### src/rtl/rf_access_client.sv
// Issue-side client for the bypass register file: reserves read slots, allocates write names,
// captures operands, and frees write names in order. Optional stall counters under RF_CLIENT_PERF_EN.
module rf_access_client #(
  parameter int unsigned addr_width = 5,
  parameter int unsigned data_width = 32,
  parameter int unsigned name_width = 2
) (
  input  logic                  CLK,
  input  logic                  RST,
  input  logic                  REQ_VALID,
  output logic                  REQ_READY,
  input  logic [addr_width-1:0] REQ_RS1,
  input  logic [addr_width-1:0] REQ_RS2,
  input  logic [addr_width-1:0] REQ_RD,
  input  logic                  REQ_WEN,
  output logic                  OP_VALID,
  input  logic                  OP_READY,
  output logic [data_width-1:0] OP_A,
  output logic [data_width-1:0] OP_B,
  output logic [name_width-1:0] OP_WNAME,
  output logic                  OP_WEN,
  input  logic                  WB_VALID,
  input  logic [name_width-1:0] WB_NAME,
  input  logic [data_width-1:0] WB_DATA,
  output logic                  WB_ERR,
  output logic [addr_width-1:0] RF_ADDR_IN,
  output logic [addr_width-1:0] RF_ADDR_1,
  output logic [addr_width-1:0] RF_ADDR_2,
  output logic                  RF_ALLOC_E,
  output logic                  RF_RRESE_1,
  output logic                  RF_RRESE_2,
  input  logic                  RF_ALLOC_READY,
  input  logic                  RF_RRES_READY_1,
  input  logic                  RF_RRES_READY_2,
  input  logic [name_width-1:0] RF_NAME_OUT,
  input  logic [name_width-1:0] RF_RNAME_OUT_1,
  input  logic [name_width-1:0] RF_RNAME_OUT_2,
  output logic [name_width-1:0] RF_VALID_NAME_1,
  output logic [name_width-1:0] RF_VALID_NAME_2,
  input  logic                  RF_VALID_OUT_1,
  input  logic                  RF_VALID_OUT_2,
  output logic [name_width-1:0] RF_NAME_1,
  output logic [name_width-1:0] RF_NAME_2,
  input  logic [data_width-1:0] RF_D_OUT_1,
  input  logic [data_width-1:0] RF_D_OUT_2,
  output logic                  RF_FE_1,
  output logic                  RF_FE_2,
  output logic [name_width-1:0] RF_RD_F_1,
  output logic [name_width-1:0] RF_RD_F_2,
  output logic                  RF_WE_1,
  output logic [name_width-1:0] RF_NAME_IN_1,
  output logic [data_width-1:0] RF_D_IN_1,
  output logic                  RF_WFE,
  output logic [name_width-1:0] RF_W_F,
  input  logic                  RF_F_READY,
  output logic [31:0]           PERF_RES_STALL,
  output logic [31:0]           PERF_WAIT_STALL
);

  localparam int unsigned DEPTH = 1 << name_width;
  localparam int unsigned CNT_W = name_width + 1;

  typedef enum logic [1:0] {S_IDLE, S_RES, S_WAIT, S_OUT} state_e;

  state_e                  state_q, state_d;
  logic [addr_width-1:0]   rs1_q, rs1_d, rs2_q, rs2_d, rd_q, rd_d;
  logic                    wen_q, wen_d;
  logic [name_width-1:0]   rname1_q, rname1_d, rname2_q, rname2_d, wname_q, wname_d;
  logic                    cap_a_q, cap_a_d, cap_b_q, cap_b_d;
  logic [data_width-1:0]   op_a_q, op_a_d, op_b_q, op_b_d;
  logic                    wb_err_q, wb_err_d;
  logic [CNT_W-1:0]        count_q, count_d;
  logic [name_width-1:0]   head_q, head_d, tail_q, tail_d;
  logic [name_width-1:0]   fifo_q [DEPTH];
  logic [name_width-1:0]   fifo_d [DEPTH];
  logic [DEPTH-1:0]        outst_q, outst_d, written_q, written_d;

  logic go_c, qfull_c, push_c, pop_c, both_c, wfe_c;
  logic [name_width-1:0] head_name_c;

  assign qfull_c     = (count_q == CNT_W'(DEPTH));
  assign go_c        = RF_RRES_READY_1 & RF_RRES_READY_2 & (~wen_q | (RF_ALLOC_READY & ~qfull_c));
  assign both_c      = (cap_a_q | RF_VALID_OUT_1) & (cap_b_q | RF_VALID_OUT_2);
  assign head_name_c = fifo_q[head_q];
  assign wfe_c       = (count_q != '0) & written_q[head_name_c];
  assign push_c      = (state_q == S_RES) & go_c & wen_q;
  assign pop_c       = wfe_c & RF_F_READY;

  // Request sequencing: reserve, collect operands, hand off downstream.
  always_comb begin
    state_d    = state_q;
    rs1_d      = rs1_q;
    rs2_d      = rs2_q;
    rd_d       = rd_q;
    wen_d      = wen_q;
    rname1_d   = rname1_q;
    rname2_d   = rname2_q;
    wname_d    = wname_q;
    cap_a_d    = cap_a_q;
    cap_b_d    = cap_b_q;
    op_a_d     = op_a_q;
    op_b_d     = op_b_q;
    REQ_READY  = 1'b0;
    OP_VALID   = 1'b0;
    RF_RRESE_1 = 1'b0;
    RF_RRESE_2 = 1'b0;
    RF_ALLOC_E = 1'b0;
    RF_FE_1    = 1'b0;
    RF_FE_2    = 1'b0;
    unique case (state_q)
      S_IDLE: begin
        REQ_READY = 1'b1;
        if (REQ_VALID) begin
          rs1_d   = REQ_RS1;
          rs2_d   = REQ_RS2;
          rd_d    = REQ_RD;
          wen_d   = REQ_WEN;
          state_d = S_RES;
        end
      end
      S_RES: begin
        if (go_c) begin
          RF_RRESE_1 = 1'b1;
          RF_RRESE_2 = 1'b1;
          RF_ALLOC_E = wen_q;
          rname1_d   = RF_RNAME_OUT_1;
          rname2_d   = RF_RNAME_OUT_2;
          if (wen_q) wname_d = RF_NAME_OUT;
          cap_a_d    = 1'b0;
          cap_b_d    = 1'b0;
          state_d    = S_WAIT;
        end
      end
      S_WAIT: begin
        if (!cap_a_q && RF_VALID_OUT_1) begin
          op_a_d  = RF_D_OUT_1;
          cap_a_d = 1'b1;
        end
        if (!cap_b_q && RF_VALID_OUT_2) begin
          op_b_d  = RF_D_OUT_2;
          cap_b_d = 1'b1;
        end
        if (both_c) begin
          RF_FE_1 = 1'b1;
          RF_FE_2 = 1'b1;
          state_d = S_OUT;
        end
      end
      S_OUT: begin
        OP_VALID = 1'b1;
        if (OP_READY) state_d = S_IDLE;
      end
      default: state_d = S_IDLE;
    endcase
  end

  // Writeback tracking and in-order free queue; push, pop and writeback are independent.
  always_comb begin
    outst_d   = outst_q;
    written_d = written_q;
    head_d    = head_q;
    tail_d    = tail_q;
    count_d   = count_q;
    fifo_d    = fifo_q;
    wb_err_d  = wb_err_q;
    if (RF_WE_1) written_d[WB_NAME] = 1'b1;
    if (WB_VALID && !outst_q[WB_NAME]) wb_err_d = 1'b1;
    if (pop_c) begin
      outst_d[head_name_c]   = 1'b0;
      written_d[head_name_c] = 1'b0;
      head_d                 = head_q + name_width'(1);
    end
    if (push_c) begin
      outst_d[RF_NAME_OUT]   = 1'b1;
      written_d[RF_NAME_OUT] = 1'b0;
      fifo_d[tail_q]         = RF_NAME_OUT;
      tail_d                 = tail_q + name_width'(1);
    end
    unique case ({push_c, pop_c})
      2'b10:   count_d = count_q + CNT_W'(1);
      2'b01:   count_d = count_q - CNT_W'(1);
      default: count_d = count_q;
    endcase
  end

  always_ff @(posedge CLK) begin
    if (RST) begin
      state_q   <= S_IDLE;
      rs1_q     <= '0;
      rs2_q     <= '0;
      rd_q      <= '0;
      wen_q     <= 1'b0;
      rname1_q  <= '0;
      rname2_q  <= '0;
      wname_q   <= '0;
      cap_a_q   <= 1'b0;
      cap_b_q   <= 1'b0;
      op_a_q    <= '0;
      op_b_q    <= '0;
      wb_err_q  <= 1'b0;
      count_q   <= '0;
      head_q    <= '0;
      tail_q    <= '0;
      outst_q   <= '0;
      written_q <= '0;
      for (int i = 0; i < int'(DEPTH); i++) fifo_q[i] <= '0;
    end else begin
      state_q   <= state_d;
      rs1_q     <= rs1_d;
      rs2_q     <= rs2_d;
      rd_q      <= rd_d;
      wen_q     <= wen_d;
      rname1_q  <= rname1_d;
      rname2_q  <= rname2_d;
      wname_q   <= wname_d;
      cap_a_q   <= cap_a_d;
      cap_b_q   <= cap_b_d;
      op_a_q    <= op_a_d;
      op_b_q    <= op_b_d;
      wb_err_q  <= wb_err_d;
      count_q   <= count_d;
      head_q    <= head_d;
      tail_q    <= tail_d;
      outst_q   <= outst_d;
      written_q <= written_d;
      fifo_q    <= fifo_d;
    end
  end

  assign OP_A            = op_a_q;
  assign OP_B            = op_b_q;
  assign OP_WNAME        = wname_q;
  assign OP_WEN          = wen_q;
  assign WB_ERR          = wb_err_q;
  assign RF_ADDR_IN      = rd_q;
  assign RF_ADDR_1       = rs1_q;
  assign RF_ADDR_2       = rs2_q;
  assign RF_VALID_NAME_1 = rname1_q;
  assign RF_VALID_NAME_2 = rname2_q;
  assign RF_NAME_1       = rname1_q;
  assign RF_NAME_2       = rname2_q;
  assign RF_RD_F_1       = rname1_q;
  assign RF_RD_F_2       = rname2_q;
  assign RF_WE_1         = WB_VALID & outst_q[WB_NAME];
  assign RF_NAME_IN_1    = WB_NAME;
  assign RF_D_IN_1       = WB_DATA;
  assign RF_WFE          = wfe_c;
  assign RF_W_F          = head_name_c;

`ifdef RF_CLIENT_PERF_EN
  logic [31:0] res_stall_q, wait_stall_q;

  // Saturating stall counters.
  always_ff @(posedge CLK) begin
    if (RST) begin
      res_stall_q  <= '0;
      wait_stall_q <= '0;
    end else begin
      if ((state_q == S_RES) && !go_c && (res_stall_q != '1))
        res_stall_q <= res_stall_q + 32'd1;
      if ((state_q == S_WAIT) && !both_c && (wait_stall_q != '1))
        wait_stall_q <= wait_stall_q + 32'd1;
    end
  end

  assign PERF_RES_STALL  = res_stall_q;
  assign PERF_WAIT_STALL = wait_stall_q;
`else
  assign PERF_RES_STALL  = '0;
  assign PERF_WAIT_STALL = '0;
`endif

endmodule

### config.mk
export PLATFORM = sky130hd
export DESIGN_NAME = rf_access_client
export DESIGN_NICKNAME = d
export VERILOG_FILES = /design/src/rtl/rf_access_client.sv
export SDC_FILE = /design/constraint.sdc
export NUM_CORES = 1
export LEC_CHECK = 0
export ABC_CLOCK_PERIOD_IN_PS = 3450
export CORE_AREA = 2 2 130 132
export DETAILED_ROUTE_END_ITERATION = 8
export DIE_AREA = 0 0 132 134
export DONT_BUFFER_PORTS = 1
export SYNTH_ARGS = -nofsm -noshare
export SYNTH_HDL_FRONTEND = slang
export SYNTH_SLANG_ARGS = --single-unit
### constraint.sdc
create_clock -name CLK -period 3.45 [get_ports CLK]
set_input_delay 0.69 -clock CLK [delete_from_list [all_inputs] [get_ports CLK]]
set_output_delay 0.69 -clock CLK [all_outputs]
set_load 0.1 [all_outputs]
==> impl_metrics.py, run 1 <==
metrics = {
    "min_path": {
        "hold_class": "input pin to flip-flop",
        "holdPathEnd": "RF_NAME_2[0]$_SDFFE_PP0N_",
        "min_path_cells": 1,
        "hold_path.startpoint": "RST",
    },
    "critical_path": {
        "path_max_fanout": 7,
        "required_ns": 2.76,
        "regToRegEndpoint": "count_q[2]$_SDFFE_PP0P_",
        "cp-start-kind": "flip-flop",
        "crit_type": "flip-flop to primary output",
        "r2r_slack_ns": 0.53,
        "r2r-start": "head_q[0]$_SDFFE_PP0N_",
        "ff2ff_path_depth": 9,
        "cp.arrival_ns": 2.33,
        "critPathCaptureType": "primary output",
    },
    "clock_network": {
        "ctsHoldBuffers": 0,
        "clk_latency_ns": 0.41,
        "ctsHtreeMaxLevel": 4,
        "cts_resized": 0,
        "clock_sinks": 114,
        "max-clock-path-buffers": 2,
        "cts_tree": "done",
        "cts_setup_buffers": 0,
        "clk_pin_slew_worst_paths_ns": 0.06,
        "root_buffer": "clkbuf_16",
        "cts_buffers": 17,
    },
    "synthesis": {
        "synth_area_per_cell_sq_um": 7.94,
        "synthCells": 665,
        "ys_ff_latch": 114,
        "ys_top_cells_by_count": "nand2_1 (182), dfxtp_1 (114), buf_4 (108)",
        "synth.distinct_cells": 44,
        "synth_top_area_share_pct": 43.2,
        "synthArstFlopShare_pct": 0,
        "synthFlopType": "dfxtp_1",
        "yosys.area.top_type": "dfxtp_1",
        "yosysSeqAreaShare_pct": 43.2,
        "yosysMostFrequentCell": "nand2_1",
        "synthesis.area_sq_mm": 0.00528,
        "yosysWarnings": 0,
        "yosys-top-cells-area": "dfxtp_1 (43%), buf_4 (15%), nand2_1 (13%)",
        "synth_edf_count": 0,
    },
    "timing": {
        "setup_viol": 0,
        "holdWs_ns": 0.349,
        "period_needed_ns": 3.02,
        "relSlewSlack_pct": 30.5,
        "setup_slack_ns": 0.435,
        "fmax_mhz": 332,
        "fin_crit_sh_pct": 87.4,
        "worst_pin_slew_ns": 1.04,
        "final.setup_skew_ns": 0.0119,
        "rsz0062_at_grt": "false",
        "slew_viol_final": 0,
        "timing_hold_violations_final": 0,
        "totalNegativeSetupSlack_ns": 0,
    },
    "global_routing": {
        "grt_remaining_overflow": 0,
        "grtUsageMet3_pct": 6.99,
        "grt_pass1_wl_um": 18800,
        "grt.busiest_layer": "met2",
        "antenna_found_initial": 0,
        "use_met2_pct": 21.7,
        "first_global_vias": 3585,
        "gr-usage-all-layers_pct": 13.5,
        "grt_max_degree": 116,
        "use_met1_pct": 15.2,
    },
    "floorplan": {
        "start_util_pct": 32.4,
        "io_pins": 335,
        "core_sq_mm": 0.0163,
        "die_height_um": 134,
        "rows": 47,
        "dieArea_sq_mm": 0.0177,
        "dieWidth_um": 132,
    },
    "pwr": {
        "powerDensity_mw_per_mm2": 936,
        "vdd.ir_drop.worst_mv": 0.354,
        "p_leak_nw": 2.08,
        "total_power_mw": 5.31,
    },
    "layout": {
        "syn2layout_area_growth_pct": 7.32,
        "drive_gt1_share_pct": 10.2,
        "post-route-util_pct": 34.8,
        "fillers": 1769,
        "diodes": 0,
        "instances_no_fill": 849,
        "layout.nets": 757,
        "stdcell_area_sq_mm": 0.00567,
    },
    "drt": {
        "avgRoutedWirePerCell_um": 14.4,
        "drcViolationCount": 0,
        "vias_per_cell": 4.56,
        "drt_iter0_drc": 216,
        "drtPass1Iterations": 4,
        "postRouteAntennaNets": 0,
        "via_count": 3869,
        "wirelength_um": 12200,
    },
    "run_status": {
        "status": "complete, no violations",
    },
    "placed_design": {
        "dp_hpwl_um": 8510,
        "place_ws_ns": 0.535,
        "dpl_cell_area_sq_mm": 0.00502,
        "dp.cells": 817,
        "place_congestion": 0.722,
        "port_buffers": 0,
    },
    "run": {
        "maxCapViolCount": 0,
    },
}
cells by family (layout without fill, tap and decap cells):
| group | count (synthesis) | in the layout | synth area share [%] |
|---|---|---|---|
| xor+xnor | 3 | 3 | 0.498 |
| simple gates | 238 | 238 | 18.3 |
| buf+inv | 164 | 65 | 19.6 |
| mux | 9 | 9 | 2.51 |
| other cells | 1 | 64 | 0.0710 |
| compound gates | 126 | 126 | 13.2 |
| flops | 114 | 114 | 43.2 |
| fa+ha+maj | 10 | 10 | 2.51 |
sequential cells by signal, indices dropped and copies added, names as in the netlist:
name,count
OP_A,32
OP_B,32
OP_WEN,1
OP_WNAME,2
RF_ADDR_1,5
RF_ADDR_2,5
RF_ADDR_IN,5
RF_NAME_1,2
RF_NAME_2,2
WB_ERR,1
cap_a_q,1
cap_b_q,1
count_q,3
fifo_q,8
head_q,2
outst_q,4
state_q,2
tail_q,2
written_q,4
cells in the final DEF, fill, tap and decap left out, types with 2 or more instances in the layout:
master / count
dfxtp_1: 110
inv_1: 17
bufinv_16: 4
clkinvlp_4: 2
mux4_2: 3
a21oi_1: 103
clkbuf_16: 17
o31ai_1: 2
nor3_1: 3
ha_1: 9
nand4_1: 4
a31oi_1: 3
nand2b_1: 2
nor2b_1: 2
o21ai_0: 4
inv_6: 3
nor2_1: 20
buf_4: 12
or3_1: 2
dfxtp_2: 2
xor2_1: 2
buf_16: 2
nand3_1: 12
and2_1: 3
conb_1: 64
dfxtp_4: 2
clkinv_4: 4
a32o_1: 2
nand2_1: 182
mux2i_1: 5
worst max path at each step:
| stage | slack, ns | cells after the start | end | startpoint |
|---|---|---|---|---|
| 2_1_floorplan | 0.05 | 5 | RF_ALLOC_E | OP_WEN$_SDFFE_PP0P_ |
| 3_3_place_gp | 0.61 | 9 | count_q[2]$_SDFFE_PP0P_ | head_q[0]$_SDFFE_PP0N_ |
| 3_5_place_dp | 0.53 | 9 | count_q[2]$_SDFFE_PP0P_ | head_q[0]$_SDFFE_PP0N_ |
| 4_1_cts | 0.39 | 5 | RF_WFE | head_q[0]$_SDFFE_PP0N_ |
| 5_1_grt | 0.30 | 9 | count_q[2]$_SDFFE_PP0P_ | head_q[0]$_SDFFE_PP0N_ |
| 6_report | 0.43 | 5 | RF_WFE | head_q[0]$_SDFFE_PP0N_ |
layer usage:
layer	part of all wire, %	up-vias
li1	-	1891
met5	0	-
met3	9.2	12
met2	50	163
met4	1.2	0
met1	39	1803
power by group:
part           internal, mW  switching, mW
logic                 0.190          0.801
registers              1.45          0.955
clock network          1.24          0.669
worst max-delay path, cell delays in order (launching register included):
cell,delay (ns)
dfxtp_1,0.44
mux4_2,0.64
mux2_4,0.25
nor2_1,0.06
a211oi_4,0.20
buf_4,0.32
cell type report:
| class | count | area (sq um) | share of cell area [%] |
|---|---|---|---|
| clock inverter | 14 | 203 | 3.58 |
| tap | 220 | 275 | 4.86 |
| timing repair buffer | 15 | 165 | 2.91 |
| inverter | 18 | 67.6 | 1.19 |
| multi-input combinational | 450 | 2220 | 39.3 |
| clock buffer | 18 | 439 | 7.75 |
| sequential | 114 | 2290 | 40.5 |
No activity file was read; power rests on OpenSTA's default activity.
==> run 2: changes to the inputs <==
Settings changed: ABC_CLOCK_PERIOD_IN_PS 3450 to 2900.
Clock period 3.45 ns to 2.9 ns, I/O delays scaled along.
==> impl_metrics.py, run 2 (synthesis results as in run 1) <==
metrics = {
    "timing": {
        "fmax_mhz": 361,
        "worst_pin_slew_ns": 1.00,
        "setup_viol": 0,
        "holdWs_ns": 0.247,
        "final.setup_skew_ns": 0.00952,
        "relSlewSlack_pct": 33.0,
        "period_needed_ns": 2.77,
        "fin_crit_sh_pct": 95.6,
        "rsz0062_at_grt": "false",
        "slew_viol_final": 0,
        "timing_hold_violations_final": 0,
        "setup_slack_ns": 0.127,
    },
    "critical_path": {
        "critPathSlowestCell": "or3b_2",
        "cp.depth": 5,
        "path_max_fanout": 5,
        "slowest_delay_ns": 0.53,
        "crit_end": "RF_RRESE_1",
        "cp.arrival_ns": 2.19,
        "crit_family": "simple AND/OR/NAND/NOR gates",
        "path_cells": "nor3b_1, o21a_1, or3b_2, clkinvlp_4, buf_4",
        "regToRegEndpoint": "count_q[2]$_SDFFE_PP0P_",
        "crit_buf_inv": 2,
        "ff2ff_path_depth": 9,
        "r2r_slack_ns": 0.16,
        "critPathCaptureType": "primary output",
        "r2r-start": "head_q[0]$_SDFFE_PP0N_",
        "crit_type": "flip-flop to primary output",
        "startpoint": "count_q[2]$_SDFFE_PP0P_",
        "cp-start-kind": "flip-flop",
        "required_ns": 2.32,
    },
    "layout": {
        "instances_no_fill": 857,
        "diodes": 0,
        "syn2layout_area_growth_pct": 8.32,
        "post-route-util_pct": 35.1,
        "final_common_cell": "nand2_1",
        "layout.nets": 765,
        "fillers": 1715,
        "regArea_sq_mm": 0.00229,
        "multi_input_area_sq_mm": 0.00222,
        "mostFrequentLayoutCells": "nand2_1 (182), dfxtp_1 (108), a21oi_1 (103)",
        "drive_gt1_share_pct": 11.6,
    },
    "clock_network": {
        "clk_pin_slew_worst_paths_ns": 0.06,
        "ctsHtreeMaxLevel": 4,
        "ctsHoldBuffers": 0,
        "cts_tree": "done",
        "root_buffer": "clkbuf_16",
        "clk_latency_ns": 0.41,
        "max-clock-path-buffers": 2,
        "cts_buffers": 17,
        "clock_sinks": 114,
    },
    "pwr": {
        "vdd.ir_drop.worst_mv": 0.562,
        "total_power_mw": 6.16,
        "switching_share_pct": 46.9,
        "p_clk_share_pct": 33.8,
        "pwr-share-seq_pct": 45.9,
        "switching_power_mw": 2.89,
        "p_leak_nw": 2.10,
        "combPwrFrac_pct": 20.3,
        "power.internal_mw": 3.27,
        "powerDensity_mw_per_mm2": 1080,
    },
    "global_routing": {
        "antenna_found_initial": 0,
        "grt_remaining_overflow": 0,
        "grt.busiest_layer": "met2",
        "grtUsageMet3_pct": 7.45,
        "use_met2_pct": 21.9,
        "gr-usage-all-layers_pct": 13.7,
        "first_global_vias": 3660,
        "use_met1_pct": 15.5,
        "grt_pass1_wl_um": 19200,
        "grt_max_degree": 116,
    },
    "floorplan": {
        "io_pins": 335,
        "rows": 47,
        "start_util_pct": 32.4,
        "core_sq_mm": 0.0163,
        "dieArea_sq_mm": 0.0177,
        "dieWidth_um": 132,
        "die_height_um": 134,
    },
    "drt": {
        "wirelength_um": 12300,
        "drcViolationCount": 0,
        "via_count": 3837,
        "postRouteAntennaNets": 0,
        "drt_iter0_drc": 165,
        "vias_per_cell": 4.48,
        "drtPass1Iterations": 4,
        "avgRoutedWirePerCell_um": 14.3,
    },
    "placed_design": {
        "place_congestion": 0.750,
        "dp.cells": 825,
        "port_buffers": 0,
        "dp_hpwl_um": 8680,
        "place_ws_ns": 0.102,
    },
    "run": {
        "maxCapViolCount": 0,
    },
    "min_path": {
        "hold_class": "input pin to flip-flop",
    },
    "run_status": {
        "status": "complete, no violations",
    },
}
## run 2: changes by cell type in the layout (fill, tap and decap cells not counted), sizes merged
cell	before	now
bufinv	4	2
clkinvlp	2	4
buf	15	23
clkinv	4	6
inv	22	20
## run 2: worst min-delay path by stage
stage | depth (start not counted) | to | startpoint
3_3_place_gp | 2 | fifo_q[5]$_SDFFE_PP0P_ | fifo_q[5]$_SDFFE_PP0P_
3_5_place_dp | 2 | fifo_q[5]$_SDFFE_PP0P_ | fifo_q[5]$_SDFFE_PP0P_
6_report | 1 | WB_ERR$_SDFFE_PP0P_ | RST
4_1_cts | 1 | count_q[2]$_SDFFE_PP0P_ | RST
2_1_floorplan | 2 | fifo_q[2]$_SDFFE_PP0P_ | fifo_q[2]$_SDFFE_PP0P_
5_1_grt | 1 | fifo_q[4]$_SDFFE_PP0P_ | RST
## run 2: cell type report
type	count	area share [%]
sequential	114	40.0
multi-input combinational	450	38.9
clock buffer	18	7.68
tap	220	4.81
timing repair buffer	23	4.64
clock inverter	14	2.69
inverter	18	1.25
## run 2: power groups by stage
stage | combinational (mW) | clock (mW) | sequential, mW
CTS | 1.27 | 2.14 | 2.83
global placement | 1.25 | 0 | 2.85
detailed placement | 1.26 | 0 | 2.86
floorplan | 1.35 | 0 | 2.86
finish | 1.25 | 2.08 | 2.82
global route | 1.35 | 2.21 | 2.84
## run 2: metal layers
| layer | vias up | share of wire (%) |
|---|---|---|
| met4 | 0 | 1.1 |
| met1 | 1749 | 41 |
| met3 | 8 | 10 |
| met5 | - | 0 |
| li1 | 1906 | - |
| met2 | 174 | 48 |
## run 2: repair_timing
action	in CTS	in global routing
setup endpoints to repair	0	2
setup buffers	0	0
resized for setup	0	1
## run 2: stage by stage
stage | TNS [ns] | cell area [sq um]
after floorplan | -0.419 | 5530
after global placement | 0 | 5120
after detailed placement | 0 | 5120
after CTS | 0 | 5720
after global routing | 0 | 5720
final | 0 | 5720
